--- src/rtl/pool_2x2_stream.sv ---
// Streaming 2x2/stride-2 max-pool over three channels with a row buffer.
// Define POOL_SIGNED_EN for signed compares; the default build compares unsigned.
module pool_2x2_stream #(
    parameter int DW    = 8,
    parameter int IMG_W = 6
) (
    input  logic          clk,
    input  logic          rst_n,
    input  logic          clr,
    input  logic          in_vld,
    input  logic [DW-1:0] in_D1,
    input  logic [DW-1:0] in_D2,
    input  logic [DW-1:0] in_D3,
    output logic          out_vld,
    output logic [1:0]    r_cnt,
    output logic [1:0]    c_cnt,
    output logic [DW-1:0] ans_2x2_D1,
    output logic [DW-1:0] ans_2x2_D2,
    output logic [DW-1:0] ans_2x2_D3,
    output logic          frame_done
);

    localparam int HW = IMG_W / 2;
    localparam logic [2:0] LAST = 3'(IMG_W - 1);

    logic [2:0]    col_q, col_d;
    logic [2:0]    row_q, row_d;
    logic [DW-1:0] hold_q [3];
    logic [DW-1:0] hold_d [3];
    logic [DW-1:0] rb_q   [3][HW];
    logic [DW-1:0] rb_d   [3][HW];
    logic [DW-1:0] ans_q  [3];
    logic [DW-1:0] ans_d  [3];
    logic [1:0]    r_cnt_q, r_cnt_d;
    logic [1:0]    c_cnt_q, c_cnt_d;
    logic          out_vld_q, out_vld_d;
    logic          frame_done_q, frame_done_d;

    logic [DW-1:0] in_d [3];
    logic [DW-1:0] hmax [3];
    logic [1:0]    idx;

    function automatic logic [DW-1:0] max2(input logic [DW-1:0] a,
                                           input logic [DW-1:0] b);
`ifdef POOL_SIGNED_EN
        max2 = ($signed(a) > $signed(b)) ? a : b;
`else
        max2 = (a > b) ? a : b;
`endif
    endfunction

    assign in_d[0] = in_D1;
    assign in_d[1] = in_D2;
    assign in_d[2] = in_D3;
    assign idx     = col_q[2:1];

    always_comb begin
        for (int k = 0; k < 3; k++) hmax[k] = max2(hold_q[k], in_d[k]);
    end

    always_comb begin
        col_d        = col_q;
        row_d        = row_q;
        hold_d       = hold_q;
        rb_d         = rb_q;
        ans_d        = ans_q;
        r_cnt_d      = r_cnt_q;
        c_cnt_d      = c_cnt_q;
        out_vld_d    = 1'b0;
        frame_done_d = 1'b0;
        if (clr) begin
            col_d = '0;
            row_d = '0;
        end else if (in_vld) begin
            if (col_q == LAST) begin
                col_d = '0;
                row_d = (row_q == LAST) ? 3'd0 : row_q + 3'd1;
            end else begin
                col_d = col_q + 3'd1;
            end
            if (!col_q[0]) begin
                hold_d = in_d;
            end else if (!row_q[0]) begin
                for (int k = 0; k < 3; k++) rb_d[k][idx] = hmax[k];
            end else begin
                // Bottom-right beat: fold the buffered top-row max in.
                for (int k = 0; k < 3; k++)
                    ans_d[k] = max2(rb_q[k][idx], hmax[k]);
                r_cnt_d      = row_q[2:1];
                c_cnt_d      = idx;
                out_vld_d    = 1'b1;
                frame_done_d = (row_q == LAST) && (col_q == LAST);
            end
        end
    end

    always_ff @(posedge clk or negedge rst_n) begin
        if (!rst_n) begin
            col_q        <= '0;
            row_q        <= '0;
            r_cnt_q      <= '0;
            c_cnt_q      <= '0;
            out_vld_q    <= 1'b0;
            frame_done_q <= 1'b0;
            for (int k = 0; k < 3; k++) begin
                hold_q[k] <= '0;
                ans_q[k]  <= '0;
                for (int j = 0; j < HW; j++) rb_q[k][j] <= '0;
            end
        end else begin
            col_q        <= col_d;
            row_q        <= row_d;
            hold_q       <= hold_d;
            rb_q         <= rb_d;
            ans_q        <= ans_d;
            r_cnt_q      <= r_cnt_d;
            c_cnt_q      <= c_cnt_d;
            out_vld_q    <= out_vld_d;
            frame_done_q <= frame_done_d;
        end
    end

    assign out_vld    = out_vld_q;
    assign frame_done = frame_done_q;
    assign r_cnt      = r_cnt_q;
    assign c_cnt      = c_cnt_q;
    assign ans_2x2_D1 = ans_q[0];
    assign ans_2x2_D2 = ans_q[1];
    assign ans_2x2_D3 = ans_q[2];

endmodule

--- config.mk ---
export PLATFORM = sky130hd
export DESIGN_NAME = pool_2x2_stream
export DESIGN_NICKNAME = d
export VERILOG_FILES = /design/src/rtl/pool_2x2_stream.sv
export SDC_FILE = /design/constraint.sdc
export NUM_CORES = 1
export LEC_CHECK = 0
export BUFFER_PORTS_ARGS = -buffer_cell sky130_fd_sc_hd__clkbuf_2
export CAP_MARGIN = 20
export CORE_ASPECT_RATIO = 0.9
export CORE_MARGIN = 2
export CORE_UTILIZATION = 28
export CTS_BUF_LIST = sky130_fd_sc_hd__clkbuf_16
export DETAILED_ROUTE_END_ITERATION = 12
export SYNTH_ARGS = -nofsm -noshare
export SYNTH_HDL_FRONTEND = slang
export SYNTH_SLANG_ARGS = --single-unit
--- constraint.sdc ---
create_clock -name clk -period 5.1 [get_ports clk]
set_clock_uncertainty 0.2 [all_clocks]
set_input_delay 1.02 -clock clk [delete_from_list [all_inputs] [get_ports clk]]
set_output_delay 1.02 -clock clk [all_outputs]
set_load 0.01 [all_outputs]
==> results.ini <==
[clock_tree]
ctsHoldBuffers = 0
cts_max_level = 4
cts_made_buffers = 17
postCtsSetupBuffers = 0
cts_tree = yes
clk_latency_ns = 0.42
cts_resized = 0
path_clk_slew_ns = 0.06
cts_num_sinks = 132
cts_root_buffer = clkbuf_16
cts_max_path_buffers = 2

[placement]
finalWeightedCongestion = 0.762
placed_cells = 1171
placement.io_buffers = 57
dp_hpwl_um = 12200

[sta]
grt_setup_unrepaired = no
fin_crit_ns = 4.13
fin_tns_setup_ns = 0
slew_headroom_pct = 38.1
finalMaxSlewViolations = 0
timing.fmax_mhz = 242
setup_viol = 0
finalHoldViolCount = 0
period_share_pct = 81.0
tightest_slew_ns = 0.925

[synth]
yosys_warnings = 0
yosys.area_share.adder_pct = 8.21
yosys.area_share.simple_pct = 15.0
ys_seq_elements = 132
synth.mux.area_fraction_pct = 3.44
synth_top_family_by_area = compound AO/OA/AOI/OAI gates
syn_area_per_cell_um2 = 9.10
synth-xor-area-share_pct = 0.240
synth_area_mm2 = 0.00731
synth_seq_area_share_pct = 45.2
syn_nets = 879
yosysUniqueCellTypes = 44
synth_cells = 803
synth-compound-area-share_pct = 21.7

[floorplan]
placeableCoreArea_mm2 = 0.0259
dieArea_mm2 = 0.0274
io_pins = 58
die_x_um = 174
start_util_pct = 28.3
dieHeight_um = 157
rows = 56

[pwr]
p_leak_uw = 0.00397
peakVddDrop_mv = 0.230
powerDensity_mw_per_mm2 = 438

[final_layout]
num_antenna_cells = 0
drive_gt1_share_pct = 15.7
nets = 919
nFillCells = 2715
layout.cells.non_filler = 1203
area_growth_pct = 15.7
mostFrequentLayoutCells = 133 x nand2_1, 132 x dfrtp_1, 97 x o21ai_0
layout_commonest_cell = nand2_1

[global_route]
grt_pass1_vias = 5591
track_usage_pct = 13.4
grt_pass1_wl_um = 29300
antenna_found_initial = 0
grt_max_degree = 66
overflow = 0

[worst_setup_path]
crit_required_ns = 5.20
worstSetupStartpointType = input port
crit_type = in2reg
crit_arrival_ns = 4.23
crit_start = in_D3[7]
r2r_start = hold_q[1]
worst-path-max-fanout = 14
worstSetupEndpointType = register

[drt]
vias_per_cell = 4.69
wl_um = 17700
drtPass1Iterations = 4
wl_per_cell_um = 14.7
drc = 0
drt_iter0_drc = 255
ant_nets = 0
num_vias = 5647

[min_path]
worstHoldStart = r_cnt[1]
hp-class = reg2reg

[status]
outcome = finished clean

[job]
cap_violations = 0

final timing paths:
path                                       to  slack, ns  depth (start not counted)
worst max-delay path            ans_2x2_D3[2]       0.97                         14
worst min register to register       r_cnt[1]       0.28                          2
worst max register to register  ans_2x2_D3[2]       1.33                         13
max in group asynchronous            rb_q[46]       3.36                          2
min in group asynchronous           hold_q[2]       0.38                          1
worst min-delay path                 r_cnt[1]       0.28                          2
cell type report:
type | instances | area [µm²] | area share [%]
clock buffer | 17 | 425 | 5.03
clock inverter | 14 | 161 | 1.91
inverter | 50 | 188 | 2.22
multi-input combinational | 573 | 3560 | 42.1
sequential | 132 | 3300 | 39.0
tap | 348 | 435 | 5.15
timing repair buffer | 69 | 385 | 4.56
flip-flops by register name (all words and copies together) (netlist names):
| name | cells |
|---|---|
| c_cnt | 2 |
| row_q | 3 |
| r_cnt | 2 |
| ans_2x2_D2 | 8 |
| out_vld | 1 |
| ans_2x2_D1 | 8 |
| rb_q | 72 |
| hold_q | 24 |
| frame_done | 1 |
| col_q | 3 |
| ans_2x2_D3 | 8 |
routing by layer:
metal / track usage [%] / vias up / share of wire [%] / wire [µm]
li1: - / 2863 / - / -
met4: 4.04 / 0 / 1.2 / 208
met2: 22.1 / 72 / 46 / 8170
met5: 0 / - / 0 / 0
met3: 2.68 / 12 / 2.9 / 509
met1: 17.8 / 2700 / 50 / 8800
critical path, stage by stage:
cell and delay [ns]:
clkbuf_2 0.11, inv_1 0.04, ha_1 0.32, nand4_2 0.16, a211o_1 0.42, and2_4 0.27, o21a_1 0.24, ha_1 0.33
and4b_1 0.21, a211o_1 0.27, a22oi_2 0.27, buf_4 0.25, o211ai_1 0.12, a22o_1 0.20
where the power goes:
part,switching [µW],leakage (µW),total (µW),internal [µW]
sequential,89.2,0.00175,1310,1220
combinational,687,0.00194,1160,471
clock,474,0.000282,1240,762
cell usage after synthesis (all sizes together):
cell type,n,area share (%)
a211o,4,0.48
a211oi,2,0.21
a21o,4,0.41
a21oi,46,3.5
a22o,7,0.84
a22oi,1,0.17
a31oi,1,0.086
and2,4,0.45
and4b,3,0.41
buf,22,2.4
clkbuf,26,1.3
dfrtp,132,45
ha,48,8.2
inv,50,2.6
mux2,1,0.15
mux2i,24,3.3
nand2,133,6.8
nand2b,1,0.086
nand3,27,1.8
nand4,13,1.3
nor2,50,2.6
nor2b,6,0.51
nor3,4,0.27
nor3b,2,0.21
nor4,1,0.086
o211a,16,2.2
o211ai,10,1.0
o21a,25,3.2
o21ai,133,9.6
or2,4,0.34
or3,1,0.086
xnor2,1,0.12
xor2,1,0.12
through the flow:
step	worst slack, ns	hold WS [ns]	area [µm²]	util, %	power, µW
floorplan	0.804	0.249	7310	-	2220
global placement	0.557	0.258	7860	30.4	2460
detailed placement	0.579	0.265	7860	30.4	2480
CTS	1.00	0.279	8450	32.7	3730
global route	0.756	0.292	8460	32.7	3960
finish	0.967	0.276	8460	32.7	3700
cells by family after synthesis:
kind of cell	Yosys count
xor gates and xnor gates	2
adders and majority gates	48
and+or+nand+nor	249
AOI/OAI and AO/OA	249
buffers and inverters	98
DFF	132
muxes	25
(Power assumes the default switching activity.)
